--- config.mk ---
export PLATFORM = sky130hd
export DESIGN_NAME = cp0_issue_sched
export DESIGN_NICKNAME = d
export VERILOG_FILES = /design/src/rtl/cp0_issue_sched_pkg.sv /design/src/rtl/cp0_issue_sched_slot_latch.sv /design/src/rtl/cp0_issue_sched.sv
export SDC_FILE = /design/constraint.sdc
export NUM_CORES = 1
export LEC_CHECK = 0
export BUFFER_PORTS_ARGS = -buffer_cell sky130_fd_sc_hd__buf_2
export CAP_MARGIN = 40
export CORE_AREA = 2 2 228 230
export DETAILED_ROUTE_END_ITERATION = 7
export DIE_AREA = 0 0 230 232
export GPL_ROUTABILITY_DRIVEN = 0
export HOLD_SLACK_MARGIN = 0.05
export PLACE_DENSITY_LB_ADDON = 0.05
export RECOVER_POWER = 25
export SLEW_MARGIN = 25
export SYNTH_ARGS = -nofsm -noshare
export SYNTH_HDL_FRONTEND = slang
export SYNTH_HIERARCHICAL = 1
export SYNTH_SLANG_ARGS = --single-unit
export TNS_END_PERCENT = 1
--- constraint.sdc ---
create_clock -name clk -period 2.8 [get_ports clk]
set_input_delay 0.28 -clock clk [delete_from_list [all_inputs] [get_ports clk]]
set_output_delay 0.28 -clock clk [all_outputs]
set_load 0.02 [all_outputs]
--- src/rtl/cp0_issue_sched_pkg.sv ---
// cp0_issue_sched_pkg: shared bundle layout, state encoding and slot record for the CP0 issue scheduler
package cp0_issue_sched_pkg;
  localparam int EXCEPT_WD = 44;
  localparam int WE_BIT = 42;
  localparam int RADDR_LSB = 32;
  localparam logic [31:0] ZeroWord = 32'h0;
  typedef enum logic [1:0] {
    IDLE     = 2'd0,
    SECOND   = 2'd1,
    REDIRECT = 2'd2,
    DRAIN    = 2'd3
  } state_t;
  typedef struct packed {
    logic [EXCEPT_WD-1:0] info;
    logic [31:0]          pc;
    logic [31:0]          wdata;
    logic [31:0]          bad_addr;
  } slot_t;
  function automatic logic is_ex(input slot_t s);
    return s.info[31:0] != ZeroWord;
  endfunction
  function automatic logic is_acc(input slot_t s);
    return s.info[WE_BIT] || (s.info[RADDR_LSB+:5] != 5'd0);
  endfunction
endpackage

--- src/rtl/cp0_issue_sched_slot_latch.sv ---
// cp0_issue_sched_slot_latch: holds the deferred younger slot while CP0 serves the older one
module cp0_issue_sched_slot_latch
  import cp0_issue_sched_pkg::*;
(
  input  logic  clk,
  input  logic  rst,
  input  logic  i_load,
  input  logic  i_clear,
  input  slot_t i_slot,
  output slot_t o_slot
);
  slot_t r_slot;
  // capture on load, drop on clear or reset
  always_ff @(posedge clk)
    if (rst || i_clear) r_slot <= '0;
    else if (i_load) r_slot <= i_slot;
  assign o_slot = r_slot;
endmodule

--- src/rtl/cp0_issue_sched.sv ---
// cp0_issue_sched: funnels a dual-issue MEM/WB pair into CP0's single slot and sequences flush/redirect
module cp0_issue_sched
  import cp0_issue_sched_pkg::*;
#(
  parameter int DRAIN_CYCLES = 2
) (
  input  logic                 clk,
  input  logic                 rst,
  input  logic                 valid_i1,
  input  logic                 valid_i2,
  input  logic [EXCEPT_WD-1:0] exceptinfo_i1,
  input  logic [EXCEPT_WD-1:0] exceptinfo_i2,
  input  logic [31:0]          pc_i1,
  input  logic [31:0]          pc_i2,
  input  logic [31:0]          rt_rdata_i1,
  input  logic [31:0]          rt_rdata_i2,
  input  logic [31:0]          bad_addr_i1,
  input  logic [31:0]          bad_addr_i2,
  output logic [EXCEPT_WD-1:0] cp0_exceptinfo_o,
  output logic [31:0]          cp0_pc_o,
  output logic [31:0]          cp0_wdata_o,
  output logic [31:0]          cp0_bad_addr_o,
  input  logic [31:0]          cp0_rdata_i,
  input  logic                 cp0_flush_i,
  input  logic [31:0]          cp0_new_pc_i,
  output logic [31:0]          rdata_o1,
  output logic [31:0]          rdata_o2,
  output logic                 stall_o,
  output logic                 flush_o,
  output logic                 redirect_valid_o,
  output logic [31:0]          redirect_pc_o,
  input  logic                 redirect_ready_i
);
  state_t      r_state;
  logic [2:0]  r_cnt;
  logic [31:0] r_new_pc;
  logic [31:0] r_rdata1;
  logic [31:0] r_rdata2;
  slot_t       w_s1, w_s2, w_pend, w_fwd;
  logic        w_sel1, w_sel2, w_pair, w_live, w_to2, w_rd;
  // qualify both slots and pick the single one CP0 sees this cycle
  always_comb begin
    w_s1   = valid_i1 ? {exceptinfo_i1, pc_i1, rt_rdata_i1, bad_addr_i1} : '0;
    w_s2   = valid_i2 ? {exceptinfo_i2, pc_i2, rt_rdata_i2, bad_addr_i2} : '0;
    w_sel1 = is_ex(w_s1) || is_acc(w_s1);
    w_sel2 = is_ex(w_s2) || is_acc(w_s2);
    w_live = (r_state == IDLE) || (r_state == SECOND);
    w_pair = (r_state == IDLE) && !is_ex(w_s1) && is_acc(w_s1) && w_sel2;
    w_fwd  = !w_live ? '0 :
             (r_state == SECOND) ? w_pend :
             w_sel1 ? w_s1 :
             w_sel2 ? w_s2 : {{EXCEPT_WD{1'b0}}, pc_i1, ZeroWord, ZeroWord};
    w_to2  = (r_state == SECOND) || !w_sel1;
    w_rd   = w_live && (w_fwd.info[RADDR_LSB+:5] != 5'd0);
  end
  cp0_issue_sched_slot_latch u_slot2 (
    .clk     (clk),
    .rst     (rst),
    .i_load  (w_pair),
    .i_clear (w_live && cp0_flush_i),
    .i_slot  (w_s2),
    .o_slot  (w_pend)
  );
  // state sequencing, redirect target capture and per-slot MFC0 result capture
  always_ff @(posedge clk)
    if (rst) begin
      r_state  <= IDLE;
      r_cnt    <= 3'd0;
      r_new_pc <= ZeroWord;
      r_rdata1 <= ZeroWord;
      r_rdata2 <= ZeroWord;
    end else begin
      if (w_rd && !w_to2) r_rdata1 <= cp0_rdata_i;
      if (w_rd && w_to2) r_rdata2 <= cp0_rdata_i;
      case (r_state)
        IDLE, SECOND:
          if (cp0_flush_i) begin
            r_state  <= REDIRECT;
            r_new_pc <= cp0_new_pc_i;
          end else r_state <= w_pair ? SECOND : IDLE;
        REDIRECT:
          if (redirect_ready_i) begin
            r_state <= DRAIN;
            r_cnt   <= 3'(DRAIN_CYCLES - 1);
          end
        DRAIN:
          if (r_cnt == 3'd0) r_state <= IDLE;
          else r_cnt <= r_cnt - 3'd1;
      endcase
    end
  assign cp0_exceptinfo_o = w_fwd.info;
  assign cp0_pc_o         = w_fwd.pc;
  assign cp0_wdata_o      = w_fwd.wdata;
  assign cp0_bad_addr_o   = w_fwd.bad_addr;
  assign rdata_o1         = r_rdata1;
  assign rdata_o2         = r_rdata2;
  assign stall_o          = w_pair;
  assign flush_o          = !w_live;
  assign redirect_valid_o = r_state == REDIRECT;
  assign redirect_pc_o    = redirect_valid_o ? r_new_pc : ZeroWord;
endmodule

* Word level (Yosys, flattened, before mapping)
Index checks and enable logic that the tools add are counted.
W data, S select, Z words.
** Storage, ports and cells
- Input bits :: 350
- Word-level logic and storage cells :: 61
- Output and inout port bits :: 239
- Register bits :: 241
** Cells by class
- Muxes and demuxes :: 15
- Reduce and logical (&&, ||, !) cells :: 30
- Add/subtract/negate cells :: 1
- Eq/ne operators :: 6
** Operators with widths (number)
- $mux W140 :: 6
- $reduce_bool A32 Y1 :: 2
- $mux W32 :: 1
- $reduce_bool A5 Y1 :: 3
- $logic_and A1 B1 Y1 :: 7
- $logic_or A1 B1 Y1 :: 7
- $mux W2 :: 3
- $mux W3 :: 2
- $pmux W2 S3 :: 1
- $pmux W3 S2 :: 1
- $eq A2 B2 Y1 const B :: 2
- $logic_not A1 Y1 :: 4
- $ne A2 B2 Y1 const B :: 2
- $reduce_and A2 Y1 :: 2
- $logic_not A3 Y1 :: 1
- $reduce_and A3 Y1 :: 1
- $sub A3 B1 Y3 const B :: 1
- $eq A2 B1 Y1 const B :: 1
- $logic_not A2 Y1 :: 1
- $ne A2 B1 Y1 const B :: 1
- $reduce_bool A2 Y1 :: 1
- $reduce_or A2 Y1 :: 1
- $mux W1 :: 1

* Longest topological paths before layout
- Depth after elaboration :: 11
- Depth in mapped cells :: 10
- Gate-level depth less buffers :: 7

* Modules after synthesis
Netlist, hierarchy kept.
** By module, submodules not included
- cp0_issue_sched :: cells each 1234, area an instance 8389.3 µm², times used 1, seq. area each 2021.9 µm²
- cp0_issue_sched_slot_latch :: cells each 453, area an instance 5028.6 µm², times used 1, seq. area each 2802.7 µm²

* Worst setup path before layout
No wires, ideal clock.
- Path kind :: input -> output
- Start :: input exceptinfo_i1[19]
- End :: output cp0_exceptinfo_o[33]
- Cell stages on the path :: 8
- Required time :: 2.520 ns
- Slack :: 0.048 ns
- Path buffers :: 2
- Data arrival time :: 2.472 ns
- Cell sequence :: nor4_2 nand4_2 o31a_2 nor2_1 buf_2 buf_2 nand2_1 a311oi_1
** On the way
- Longest elaborated chain between the ends :: 6
** RTL lines
- start, declared :: line cp0_issue_sched.sv:11 : input logic [EXCEPT_WD-1:0] exceptinfo_i1,
- $mux W140 :: line cp0_issue_sched.sv:43 : w_s1 = valid_i1 ? {exceptinfo_i1, pc_i1, rt_rdata_i1, bad_addr_i1} : '0;
- $reduce_bool A32 Y1 :: line cp0_issue_sched_pkg.sv:20 : return s.info[31:0] != ZeroWord;
- $logic_or A1 B1 Y1 :: line cp0_issue_sched.sv:45 : w_sel1 = is_ex(w_s1) || is_acc(w_s1);
- $mux W140 :: line cp0_issue_sched.sv:51 : w_sel1 ? w_s1 :
- $mux W140 :: line cp0_issue_sched.sv:50 : (r_state == SECOND) ? w_pend :
- $mux W140 :: line cp0_issue_sched.sv:49 : w_fwd = !w_live ? '0 :
- end, declared :: line cp0_issue_sched.sv:19 : output logic [EXCEPT_WD-1:0] cp0_exceptinfo_o,
Every way passes these cells.

* Worst setup path after layout
- Start :: input exceptinfo_i1[24]
- End :: output cp0_exceptinfo_o[6]
The elaborated chain is that of the path after synthesis.

==> summary.txt <==
Yosys
  • Ranking of synthesized cells by area: dfxtp_1, mux2i_1, and2_1
  • EDFF count, synth: 0
  • Post-synth ARST share: 0%
  • Share of the synthesized area in the top cell type: 35.96%
  • Post-synth top area cell: dfxtp_1
  • Post-synth top flop: dfxtp_1
  • Netlist cell types: 49
  • Seq/Total Area, Yosys: 35.96%
  • Synth Net Count: 2039
  • Synthesized area per cell: 7.954 um2
  • Post-Syn Area: 13420 um2
  • FF+latch count, synth: 241
  • Gate Count Post-Synth: 1687
  • Yosys warnings: 6

Timing
  • Clock Skew: 0.03219 ns
  • Final worst setup slack: -0.01817 ns
  • Max Transition Viols Final: 0
  • RSZ-0062 raised after global routing: true
  • Max transition margin: 50.77%
  • Final period utilization: 100.6%
  • Tmin final: 2.818 ns
  • Setup TNS Final: -0.01817 ns
  • Setup-failing EPs final: 1
  • Fmax achieved: 0.3548 GHz
  • Final hold violation count: 0
  • Worst-margin pin slew: 0.7384 ns

Die
  • Starting Density: 26.37%
  • Core Area: 50890 um2
  • Die width: 230 um
  • Die Footprint: 53360 um2
  • Die Y: 232 um
  • # rows: 83
  • I/O pin count: 589

Detailed routing
  • Total number of vias: 14391
  • Remaining DRCs: 0
  • Final WL: 58390 um
  • TritonRoute pass-1 iters: 5
  • Vias per cell: 4.791
  • Drt wl/cell: 19.44 um
  • Detail Route Antenna Nets: 0
  • Starting DRC count in detailed routing: 687

Power and ir drop
  • Overall power: 10.43 mW
  • Leakage: 7.661 nW
  • P per Cell Area: 533.0 nW/um2
  • VDD IR max: 0.4539 mV

Flow run
  • Number of max-cap violations: 0

Final layout
  • Post-route cell area: 19570 um2
  • Fin util: 38.46%
  • Share of cells above drive strength 1: 32.28%
  • Syn-to-layout area delta: 45.87%
  • Fin nets: 2647

Placement
  • PortBufs: 588
  • Post-placement cell area: 17210 um2
  • Setup WS pre-CTS: -0.2071 ns
  • DPL Wire Length: 41140 um

Global routing
  • Initial antenna violation count: 17
  • Vias in the first global route: 14513
  • Total gr overflow: 0
  • First-pass GRT wire length: 86300 um
  • Pin count of the biggest net entering global routing: 102
  • GRT Total Usage: 20.65%

Clock network
  • Root buffer cell: clkbuf_16
  • CTS tree: done
  • Worst-path clk slew: 0.06 ns
  • Sink Count: 241
  • Worst-skew pair later-pin latency: 0.54 ns
  • H-Tree Depth: 2
  • Inserted Clock Buffers: 34
  • CTS Buffer Depth: 3

Critical path
  • Worst EP required: 2.52 ns
  • Worst-path fanout max: 38
  • Startpoint types: input pin
  • CP Capture Type: output pin
  • WS Path Type: in -> out
  • Arr. time, crit path: 2.54 ns

Status
  • Violated checks: negative setup slack
  • Status: finished with violations

Min path
  • Hold Path Class: in -> reg
power by group:
group / internal, mW / total [mW] / switching [mW]
clock: 2.75 / 4.45 / 1.70
sequential: 3.53 / 3.59 / 0.0567
combinational: 0.950 / 2.40 / 1.45
total: 7.23 / 10.4 / 3.20
placed cells by master, fill, tap and decap left out, types with 3 or more instances in the layout:
cell,synthesis,routed
buf_4,0,100
dlygate4sd3_1,0,65
clkbuf_8,2,9
nor2_1,212,209
a22oi_1,5,5
nor3_1,29,29
inv_1,81,81
a31o_2,3,3
buf_2,10,479
nor4_4,0,4
o221a_2,7,7
o21ai_0,33,33
and2_1,173,172
a221oi_2,0,56
dfxtp_1,241,239
clkbuf_16,0,37
clkbuf_1,118,71
nand3_1,38,38
a21oi_1,182,182
nand3b_1,3,3
diode_2,0,7
nand4_1,4,4
mux2i_1,198,198
nor4_2,5,7
buf_12,0,18
nor4_1,14,8
nand2_1,147,147
a221oi_1,97,41
o21bai_1,25,25
Yosys cell counts, types with 2 or more instances:
cell	instances
dfxtp_1	241
nor2_1	212
mux2i_1	198
a21oi_1	182
and2_1	173
nand2_1	147
clkbuf_1	118
a221oi_1	97
inv_1	81
nand3_1	38
o21ai_0	33
nor3_1	29
buf_6	25
o21bai_1	25
nor4_1	14
buf_2	10
o221a_2	7
a22oi_1	5
nor4_2	5
buf_1	4
nand4_1	4
a31o_2	3
nand3b_1	3
nor2b_1	3
a211oi_1	2
clkbuf_8	2
clkinv_1	2
ha_1	2
o31ai_1	2
cell type report:
class	instances	area (um2)
Antenna cell	7	17.52
Timing Repair Buffer	732	4481
Tap cell	680	850.8
Clock inverter	7	115.1
Fill cell	5477	31310
Inverter	83	311.5
Multi-Input combinational cell	1203	7928
Sequential cell	241	4832
Clock buffer	51	1037
registers in the layout, indices dropped and copies added (netlist names):
signal,flops
r_cnt,3
r_state,2
r_new_pc,32
u_slot2/o_slot,140
rdata_o2,32
rdata_o1,32
timing repair:
item / 4_1_cts / 5_1_grt
endpoints found under the hold margin: 97 / 0
setup buffers: 0 / 2
gates resized for setup: 39 / 82
hold buffers: 65 / 0
pin swaps: 1 / 5
cloned: 0 / 1
endpoints found under the setup margin: 129 / 146
cell families after synthesis:
logic type | after synthesis | synth area share [%]
fa+ha+maj | 2 | 0.1865
mux | 198 | 14.77
simple gates | 638 | 22.85
flops | 241 | 35.96
compound gates | 364 | 17.73
xor+xnor | 1 | 0.06529
buf+inv | 243 | 8.448
metrics by stage:
stage,hold slack (ns),instances
after floorplan,0.3735,1687
after global placement,0.4374,2871
after detailed placement,0.4446,2871
after CTS,0.07669,2994
after global routing,0.1117,3003
final,0.08934,3004
worst paths after layout:
check                             end  slack (ns)               from  cells after the start
setup / recovery  cp0_exceptinfo_o[6]       -0.02  exceptinfo_i1[24]                      9
hold / removal             r_state[0]        0.09        cp0_flush_i                      3
setup reg to reg         rdata_o1[13]        0.45         r_state[0]                      6
hold reg to reg          r_new_pc[21]        0.45       r_new_pc[21]                      2
critical path: stages:
cell and delay, ns:
buf_2 0.12, nor4_4 0.30, nand4_2 0.22, o31a_4 0.42, nor2_4 0.19, buf_8 0.31, a221oi_1 0.13, nor3_1 0.32
buf_2 0.23
routing by layer:
metal,wire length (um),up-vias,global-route usage [%]
met5,98,-,0
met3,4259,98,6.041
li1,-,7041,-
met4,1536,18,7.379
met2,27730,441,34.45
met1,24760,6793,25.23
Power figures use the tool's default switching activity.
